## src/rtl/motion_sequencer_pkg.sv

```systemverilog
// Shared encodings for the motion sequencer: FSM states, remote commands,
// per-motor driver triples {fwd, back, turn} and the command-to-drive map.
package motion_sequencer_pkg;

   typedef enum logic [2:0] {
      ST_IDLE      = 3'd0,
      ST_RUN       = 3'd1,
      ST_DEAD      = 3'd2,
      ST_AVD_BRAKE = 3'd3,
      ST_AVD_BACK  = 3'd4,
      ST_AVD_SPIN  = 3'd5
   } state_e;

   typedef enum logic [2:0] {
      CMD_STOP  = 3'd0,
      CMD_FWD   = 3'd1,
      CMD_BACK  = 3'd2,
      CMD_LEFT  = 3'd3,
      CMD_RIGHT = 3'd4
   } cmd_e;

   // Per-motor triple, bit order {fwd, back, turn}
   localparam logic [2:0] M_OFF      = 3'b000;
   localparam logic [2:0] M_FWD      = 3'b100;
   localparam logic [2:0] M_BACK     = 3'b010;
   localparam logic [2:0] M_FWD_TURN = 3'b101;

   typedef struct packed {
      logic [2:0] l;
      logic [2:0] r;
      logic       stop;
   } drive_t;

   localparam drive_t DRIVE_STOP = '{l: M_OFF, r: M_OFF, stop: 1'b1};

   // Raw remote code to command; unused codes 5-7 mean STOP
   function automatic cmd_e decode_cmd(input logic [2:0] raw);
      case (raw)
         3'd1:    decode_cmd = CMD_FWD;
         3'd2:    decode_cmd = CMD_BACK;
         3'd3:    decode_cmd = CMD_LEFT;
         3'd4:    decode_cmd = CMD_RIGHT;
         default: decode_cmd = CMD_STOP;
      endcase
   endfunction

   // Command to motor drive map
   function automatic drive_t cmd_drive(input cmd_e c);
      drive_t d;
      d = DRIVE_STOP;
      case (c)
         CMD_FWD:   begin d.l = M_FWD;      d.r = M_FWD;      d.stop = 1'b0; end
         CMD_BACK:  begin d.l = M_BACK;     d.r = M_BACK;     d.stop = 1'b0; end
         CMD_LEFT:  begin d.l = M_FWD_TURN; d.r = M_FWD;      d.stop = 1'b0; end
         CMD_RIGHT: begin d.l = M_FWD;      d.r = M_FWD_TURN; d.stop = 1'b0; end
         default:   d = DRIVE_STOP;
      endcase
      return d;
   endfunction

   // True when either motor would flip between forward and back
   function automatic logic reverses(input drive_t a, input drive_t b);
      return (a.l[2] & b.l[1]) | (a.l[1] & b.l[2]) |
             (a.r[2] & b.r[1]) | (a.r[1] & b.r[2]);
   endfunction

endpackage

```

## src/rtl/motion_sequencer_sync2.sv

```systemverilog
// Two-flop level synchroniser for the asynchronous obstacle sensor.
module motion_sequencer_sync2 (
   input  logic clk,
   input  logic rst_n,
   input  logic d_in,
   output logic d_out
);

   logic meta_q, meta_d;
   logic sync_q, sync_d;

   // Next-value logic: shift the sensor level through two stages
   always_comb begin
      meta_d = d_in;
      sync_d = meta_q;
   end

   // Synchroniser flops, cleared by reset
   always_ff @(posedge clk or negedge rst_n) begin
      if (!rst_n) begin
         meta_q <= 1'b0;
         sync_q <= 1'b0;
      end else begin
         meta_q <= meta_d;
         sync_q <= sync_d;
      end
   end

   assign d_out = sync_q;

endmodule

```

## src/rtl/motion_sequencer.sv

```systemverilog
// Motion sequencer: priority e-stop > obstacle avoidance > remote, with a
// stopped dead-time before any reversal and a fixed back-off-and-spin run.
// Remote handshake: cmd is taken on every clk edge where cmd_valid is high;
// there is no ready, commands arriving in AVD_* states or under estop are
// simply dropped. The state port exposes the FSM for LEDs and checkers.
module motion_sequencer
   import motion_sequencer_pkg::*;
#(
   parameter int CW       = 16,
   parameter int DEAD_CYC = 16,
   parameter int BACK_CYC = 2000,
   parameter int SPIN_CYC = 1500,
   parameter int TIMEOUT  = 50000
) (
   input  logic       clk,
   input  logic       rst_n,
   input  logic [2:0] cmd,
   input  logic       cmd_valid,
   input  logic       obstacle,
   input  logic       estop,
   output logic       l_fwd,
   output logic       l_back,
   output logic       l_turn,
   output logic       r_fwd,
   output logic       r_back,
   output logic       r_turn,
   output logic       stop,
   output logic       busy,
   output logic [2:0] state
);

   localparam logic [CW-1:0] DEAD_LAST = CW'(DEAD_CYC - 1);
   localparam logic [CW-1:0] BACK_LAST = CW'(BACK_CYC - 1);
   localparam logic [CW-1:0] SPIN_LAST = CW'(SPIN_CYC - 1);
   localparam logic [CW-1:0] TO_LAST   = CW'(TIMEOUT - 1);

   state_e         state_q, state_d;
   cmd_e           held_q, held_d;
   logic [CW-1:0]  cnt_q, cnt_d;
   drive_t         drv_q, drv_d;
   logic           busy_q, busy_d;

   logic           obs_s;
   cmd_e           cmd_n;
   drive_t         new_drv, held_drv;
   logic           cnt_clr;

   motion_sequencer_sync2 u_obs_sync (
      .clk   (clk),
      .rst_n (rst_n),
      .d_in  (obstacle),
      .d_out (obs_s)
   );

   // Next state, held/pending command, counter and registered-output decode
   always_comb begin
      state_d  = state_q;
      held_d   = held_q;
      cnt_clr  = 1'b0;
      cmd_n    = decode_cmd(cmd);
      new_drv  = cmd_drive(cmd_n);
      held_drv = cmd_drive(held_q);

      if (estop) begin
         state_d = ST_IDLE;
         held_d  = CMD_STOP;
      end else begin
         case (state_q)
            ST_IDLE: begin
               // Starting from rest always goes through the dead-time
               if (cmd_valid && cmd_n != CMD_STOP) begin
                  state_d = ST_DEAD;
                  held_d  = cmd_n;
               end
            end
            ST_RUN: begin
               if (obs_s && (held_q == CMD_FWD || held_q == CMD_LEFT ||
                             held_q == CMD_RIGHT)) begin
                  state_d = ST_AVD_BRAKE;
                  held_d  = CMD_STOP;
               end else if (cmd_valid) begin
                  if (cmd_n == CMD_STOP) begin
                     state_d = ST_IDLE;
                     held_d  = CMD_STOP;
                  end else if (reverses(held_drv, new_drv)) begin
                     state_d = ST_DEAD;
                     held_d  = cmd_n;
                  end else begin
                     held_d  = cmd_n;
                     cnt_clr = 1'b1;
                  end
               end else if (cnt_q == TO_LAST) begin
                  state_d = ST_IDLE;
                  held_d  = CMD_STOP;
               end
            end
            ST_DEAD: begin
               // A new command replaces the pending one without restarting the count
               if (cmd_valid && cmd_n == CMD_STOP) begin
                  state_d = ST_IDLE;
                  held_d  = CMD_STOP;
               end else begin
                  if (cmd_valid) held_d = cmd_n;
                  if (cnt_q == DEAD_LAST) state_d = ST_RUN;
               end
            end
            ST_AVD_BRAKE: if (cnt_q == DEAD_LAST) state_d = ST_AVD_BACK;
            ST_AVD_BACK:  if (cnt_q == BACK_LAST) state_d = ST_AVD_SPIN;
            ST_AVD_SPIN: begin
               if (cnt_q == SPIN_LAST) begin
                  state_d = ST_IDLE;
                  held_d  = CMD_STOP;
               end
            end
            default: begin
               state_d = ST_IDLE;
               held_d  = CMD_STOP;
            end
         endcase
      end

      // Shared counter restarts on any state change; IDLE keeps it parked at 0
      if (state_d != state_q || cnt_clr || state_q == ST_IDLE)
         cnt_d = '0;
      else
         cnt_d = cnt_q + CW'(1);

      // Outputs are decoded from the next state so they line up with state_q
      case (state_d)
         ST_RUN:      drv_d = cmd_drive(held_d);
         ST_AVD_BACK: drv_d = cmd_drive(CMD_BACK);
         ST_AVD_SPIN: drv_d = '{l: M_FWD, r: M_BACK, stop: 1'b0};
         default:     drv_d = DRIVE_STOP;
      endcase
      busy_d = (state_d == ST_AVD_BRAKE) || (state_d == ST_AVD_BACK) ||
               (state_d == ST_AVD_SPIN);
   end

   // State, command, counter and output registers
   always_ff @(posedge clk or negedge rst_n) begin
      if (!rst_n) begin
         state_q <= ST_IDLE;
         held_q  <= CMD_STOP;
         cnt_q   <= '0;
         drv_q   <= DRIVE_STOP;
         busy_q  <= 1'b0;
      end else begin
         state_q <= state_d;
         held_q  <= held_d;
         cnt_q   <= cnt_d;
         drv_q   <= drv_d;
         busy_q  <= busy_d;
      end
   end

   assign l_fwd  = drv_q.l[2];
   assign l_back = drv_q.l[1];
   assign l_turn = drv_q.l[0];
   assign r_fwd  = drv_q.r[2];
   assign r_back = drv_q.r[1];
   assign r_turn = drv_q.r[0];
   assign stop   = drv_q.stop;
   assign busy   = busy_q;
   assign state  = state_q;

endmodule

```

## config.mk

```make
export PLATFORM = sky130hd
export DESIGN_NAME = motion_sequencer
export DESIGN_NICKNAME = d
export VERILOG_FILES = /design/src/rtl/motion_sequencer_pkg.sv /design/src/rtl/motion_sequencer_sync2.sv /design/src/rtl/motion_sequencer.sv
export SDC_FILE = /design/constraint.sdc
export NUM_CORES = 1
export LEC_CHECK = 0
export CAP_MARGIN = 20
export CORE_MARGIN = 1.5
export CORE_UTILIZATION = 51
export CTS_CLUSTER_DIAMETER = 50
export DETAILED_ROUTE_END_ITERATION = 6
export PLACE_DENSITY_LB_ADDON = 0.05
export SLEW_MARGIN = 20
export SYNTH_ARGS = -nofsm -noshare
export SYNTH_HDL_FRONTEND = slang
export SYNTH_SLANG_ARGS = --single-unit
```

## constraint.sdc

```tcl
create_clock -name clk -period 2.7 [get_ports clk]
set_input_delay 0.54 -clock clk [delete_from_list [all_inputs] [get_ports clk]]
set_output_delay 0.54 -clock clk [all_outputs]
set_load 0.05 [all_outputs]
```

==> flow_summary_export.csv, run 1 <==
group,metric,value,unit
sta,holdWs,0.379,ns
critical_path,slowest_stage,"or4_4",
layout,diodes,0,
layout,drive_gt1_share,38.1,%
yosys,ys_warn_count,0,
yosys,netlist_top_cells_count,"dfrtp_1 (31), nor2_1 (15), nand2_1 (13), nor3_1 (10), nor3_2 (10)",
sta,worstMarginPinSlew,0.561,ns
critical_path,arrival,2.83,ns
sta,rsz0062_at_grt,"yes",
yosys,synth_edf_count,0,
floorplanning,dieArea,0.00433,sq mm
job,cap_violations,0,
yosys,synth_largest_area_cell,"dfrtp_1",
global_routing,grtUsageTotal,25.7,%
critical_path,critPathLaunchType,"register",
route,drc_errors,0,
yosys,synth-seq-area-share,39.9,%
sta,slew-limit-headroom,62.6,%
critical_path,required,2.84,ns
yosys,syn_avg_cell_area,9.66,sq um
layout,multi_input_area,0.00129,sq mm
critical_path,critPathTopFamily,"simple AND/OR/NAND/NOR gates",
layout,seqCellArea,806,sq um
pwr,power_density,381,mW/mm^2
layout,stdcell_count,316,
yosys,async_flop_share,100,%
route,drt-total-wl,5.35,mm
cts,cts_tree,"yes",
global_routing,grt_max_degree,33,
critical_path,path_class,"reg2reg",
critical_path,cp_cell_sequence,"or4_4 -> nor4_4 -> a21boi_1 -> o21a_1 -> or4_4 -> nand4_1 -> o22ai_1",
sta,max_freq,373,MHz
layout,fillCellCount,259,
global_routing,grt_pass1_vias,1858,
layout,final_nets,276,
sta,fin_crit_sh,99.4,%
route,wl_per_cell,16.9,um
critical_path,cp-end-kind,"register",
yosys,synth.distinct_cells,53,
yosys,syn_inst,208,
pwr,leakage,1.21,nW
global_routing,grt_overflow,0,
yosys,synth_top_area_share,38.6,%
sta,maxSlewViolCount,0,
global_routing,grt_pass1_wl,8.60,mm
yosys,netlist_top_cells_area,"dfrtp_1 (39%), nor3_2 (5.0%), xnor2_1 (3.5%)",
floorplanning,start_util,54.1,%
cts,holdBufCountCts,0,
cts,clkSlewWorstSetupHoldPaths,0.07,ns
sta,fin_worst_skew,0.00580,ns
yosys,synth.most_common_cell,"dfrtp_1",
route,viasPerCell,5.92,
yosys,synth_flop_cell,"dfrtp_1",
cts,clock_path_buffers,2,
floorplanning,core_area,0.00372,sq mm
cts,cts_root_buffer,"clkbuf_8",
place,gp_congestion,0.866,
sta,hold_viol,0,
floorplanning,fp-row-count,22,
floorplanning,fp.dieW,65.8,um
route,vias,1870,
cts,cts_sinks,32,
route,drt-initial-drc-count,150,
layout,area_growth,40.8,%
place,io_buffers,18,
worst_hold_path,hold_path_class,"reg2reg",
yosys,synth_area,0.00201,sq mm
critical_path,cp_max_fo,6,
place,dp.cells,299,
critical_path,path_common_cell,"or4_4",
cts,htree_levels,2,
run_status,status,"finished, final reports clean",
floorplanning,die_h,65.8,um
global_routing,antenna_found_initial,0,
floorplanning,io_pins,19,
sta,setup_viol,0,
route,dr.pass1.iters,4,
place,dpl.hpwl,3.48,mm
route,antenna_left,0,
yosys,synth_fp_nets,217,
sta,min_period,2.68,ns
pwr,vdd_ir_drop_max,374,uV
cts,worst_skew_pair.late_latency,0.27,ns
critical_path,worst-path-buf-inv,0,
critical_path,max_stage_delay,0.54,ns
yosys,synth-seq-cells,32,
cts,cts_made_buffers,5,
routing by layer:
metal  track usage (%)  part of all wire [%]  wire [um]  vias up
met4              7.55                  0.60         32        0
met3              4.77                   4.6        245        4
met2              38.5                    48       2580       51
met5                 0                     0          0        -
met1              37.9                    47       2490      931
li1                  -                     -          -      884
layout make-up:
cell class | count | area share [%]
Tap cell | 48 | 2.12
Clock buffer | 6 | 2.56
Clock inverter | 2 | 1.24
Sequential cell | 32 | 28.5
Inverter | 6 | 0.796
Timing Repair Buffer | 60 | 19.1
Multi-Input combinational cell | 162 | 45.7
metrics by stage:
step           setup TNS (ns)  utilization (%)  power [mW]  cell area (sq um)  setup WS, ns
2_1_floorplan               0                -       0.564               2020        0.0265
3_3_place_gp            -7.04             67.0       0.623               2490        -0.363
3_5_place_dp            -8.68             67.0       0.627               2490        -0.478
4_1_cts                     0             70.6        1.07               2630       0.00567
5_1_grt                -0.927             76.2        1.13               2830       -0.0644
6_report                    0             76.2        1.08               2830        0.0171
power by group:
| group | switching (mW) | leakage [nW] | internal (mW) |
|---|---|---|---|
| registers | 0.00866 | 0.432 | 0.486 |
| clock network | 0.170 | 0.0552 | 0.274 |
| logic | 0.0750 | 0.719 | 0.0663 |
registers in the layout, indices dropped and copies added (netlist names):
register / cells
r_back: 1
r_turn: 1
u_obs_sync.meta_q: 1
l_back: 1
stop: 1
r_fwd: 1
l_turn: 1
held_q: 3
l_fwd: 1
busy: 1
cnt_q: 16
state: 3
u_obs_sync.d_out: 1
cells in the final DEF, fill, tap and decap left out, types with 5 or more instances in the layout:
cell type        count
a21oi_1              6
buf_4               37
clkbuf_8             5
clkdlybuf4s50_1     15
dfrtp_1             28
inv_1                5
nand2_1             12
nand3_1              5
nor2_1              15
nor2b_1              5
nor3_2              16
nor3b_1              6
o21a_1               5
o21ai_0              7
xnor2_1              8
xor2_1               7
logic make-up after synthesis:
group	after synthesis	synth area share (%)
flops	32	39.9
xor+xnor	16	7.35
fa+ha+maj	1	0.623
compound gates	38	13.5
simple gates	106	34.9
buf+inv	14	3.11
mux	1	0.560
worst paths after layout:
check                                  start  slack (ns)  cells after the start                to
max                                 cnt_q[5]        0.02                      7            l_back
min                        u_obs_sync.meta_q        0.38                      0  u_obs_sync.d_out
max reg2reg                         cnt_q[5]        0.02                      7            l_back
min reg2reg                u_obs_sync.meta_q        0.38                      0  u_obs_sync.d_out
max in group asynchronous              rst_n        1.71                      2              stop
min in group asynchronous              rst_n        0.66                      2         cnt_q[12]
what timing repair did:
item                                    4_1_cts  5_1_grt
hold endpoints to repair                      0        0
gates resized for setup                      10       32
endpoints found under the setup margin       23       24
pin swaps                                     3       17
cloned                                        0        1
setup buffers                                 0        8
Power figures use the tool's default switching activity.
==> run 2: changes to the inputs <==
--- a/config.mk
+++ b/config.mk
@@ -10,6 +10,7 @@
 export CORE_UTILIZATION = 51
 export CTS_CLUSTER_DIAMETER = 50
 export DETAILED_ROUTE_END_ITERATION = 6
+export GPL_TIMING_DRIVEN = 0
 export PLACE_DENSITY_LB_ADDON = 0.05
 export SLEW_MARGIN = 20
 export SYNTH_ARGS = -nofsm -noshare
==> run 2 against run 1 <==
Against the previous run: largest cell class unchanged; die area unchanged; combinational power is essentially flat; count of clock-buffer cells in the layout unchanged; clock skew increased by 0.00056 ns; power is 0.14% higher; largest power group unchanged; highest routed layer unchanged; sequential cell count stayed put; via count down 2.7%; cell area is 2.7% lower; wire length shrank 0.92%; sequential power barely moved.
==> flow_summary_export.csv, run 2 (synthesized netlist as in run 1, its figures left out) <==
group,metric,value,unit
place,placed_cell_area,0.00224,sq mm
pwr,power_density,392,mW/mm^2
layout,drive_gt1_share,36.2,%
floorplanning,start_util,54.1,%
cts,holdBufCountCts,0,
layout,largest_reg_flops,16,
layout,diodes,0,
layout,final_common_cell,"dfrtp_1",
critical_path,arrival,2.84,ns
sta,fin_worst_skew,0.00636,ns
sta,worstMarginPinSlew,0.686,ns
layout,area_growth,37.1,%
critical_path,worst-path-buf-inv,1,
critical_path,max_stage_delay,0.50,ns
place,io_buffers,17,
cts,cts_root_buffer,"clkbuf_8",
place,dp_worst_setup_slack,-0.516,ns
critical_path,ff2ff_setup_slack,0.02,ns
critical_path,slowest_stage,"or4b_4",
critical_path,critPathLaunchType,"register",
sta,max_freq,373,MHz
floorplanning,io_pins,19,
job,cap_violations,0,
critical_path,startpoint,"held_q[2]",
floorplanning,fp.dieW,65.8,um
critical_path,path_class,"reg2reg",
sta,hold_viol,0,
cts,clock_path_buffers,2,
floorplanning,dieArea,0.00433,sq mm
place,dpl.hpwl,3.17,mm
sta,setup_viol,0,
floorplanning,fp-row-count,22,
layout,mostFrequentLayoutCells,"dfrtp_1 (25), buf_4 (20), nor2_1 (15)",
route,vias,1820,
critical_path,cp_max_fo,7,
cts,clkSlewWorstSetupHoldPaths,0.07,ns
critical_path,rr_startpoint,"held_q[2]",
route,dr.pass1.iters,4,
global_routing,grtUsageTotal,23.2,%
route,viasPerCell,6.03,
worst_hold_path,hold_path_class,"in2async",
critical_path,required,2.86,ns
sta,fin_crit_sh,99.4,%
cts,htree_levels,2,
cts,cts_sinks,32,
layout,stdcell_count,302,
sta,holdWs,0.299,ns
critical_path,cp_cell_sequence,"and3b_2 -> or2_4 -> or4b_4 -> and3_4 -> o41ai_4 -> xnor2_2 -> buf_6 -> nor3_4",
sta,min_period,2.68,ns
layout,design_area,0.00276,sq mm
route,drt-total-wl,5.30,mm
cts,cts_made_buffers,5,
sta,worst_slack,0.0164,ns
global_routing,grt_pass1_wl,7.67,mm
layout,final_nets,262,
route,drt-initial-drc-count,121,
run_status,status,"finished, final reports clean",
place,gp_congestion,0.841,
sta,fin_tns_setup,0,ns
critical_path,critPathTopFamily,"simple AND/OR/NAND/NOR gates",
layout,regMostFlops,"cnt_q",
critical_path,cp-end-kind,"register",
global_routing,grt_max_degree,33,
route,antenna_left,0,
sta,maxSlewViolCount,0,
pwr,vdd_ir_drop_max,353,uV
floorplanning,die_h,65.8,um
global_routing,grt_pass1_vias,1635,
place,dp.cells,273,
pwr,leakage,1.13,nW
global_routing,grt_overflow,0,
cts,worst_skew_pair.late_latency,0.28,ns
pwr,total_power,1.08,mW
route,drc_errors,0,
global_routing,antenna_found_initial,0,
sta,rsz0062_at_grt,"yes",
layout,postLayoutCoreUtil,74.1,%
cts,cts_tree,"yes",
route,wl_per_cell,17.6,um
sta,slew-limit-headroom,54.3,%
floorplanning,core_area,0.00372,sq mm
==> run 2: worst paths after layout <==
kind | endpoint | depth (start not counted)
setup / recovery | cnt_q[8] | 8
hold / removal | cnt_q[10] | 1
setup reg to reg | cnt_q[8] | 8
hold reg to reg | u_obs_sync.d_out | 0
max in group asynchronous | cnt_q[4] | 1
min in group clk | u_obs_sync.d_out | 0
==> run 2: worst register-to-register path, stage by stage (launching register included) <==
cell	delay, ns
dfrtp_2	0.44
and3b_2	0.25
or2_4	0.26
or4b_4	0.50
and3_4	0.21
o41ai_4	0.36
xnor2_2	0.25
buf_6	0.23
nor3_4	0.06
==> run 2: repair_timing <==
| item | 4_1_cts | 5_1_grt |
|---|---|---|
| buffers inserted | 7 | 14 |
| setup endpoints to repair | 23 | 23 |
| gates cloned | 0 | 2 |
| pin swaps | 6 | 30 |
| resized for setup | 15 | 49 |
==> run 2: per-layer routing <==
| metal | vias to the layer above | GRT usage (%) | share of wire (%) |
|---|---|---|---|
| met1 | 909 | 34.6 | 47 |
| met4 | 0 | 8.33 | 1.4 |
| met2 | 51 | 34.1 | 47 |
| met5 | - | 0 | 0 |
| met3 | 8 | 3.75 | 5.1 |
| li1 | 852 | - | - |
==> run 2: power by group <==
part           internal, mW  switching [mW]
combinational        0.0624          0.0801
clock                 0.274           0.173
sequential            0.486         0.00655
==> run 2: layout make-up <==
class	count	area (sq um)
fill	271	961
buffer	6	47.5
clock inverter	2	35.0
tap	48	60.1
inverter	6	22.5
clock buffer	6	72.6
timing repair buffer	40	357
multi-input combinational	162	1350
sequential	32	810
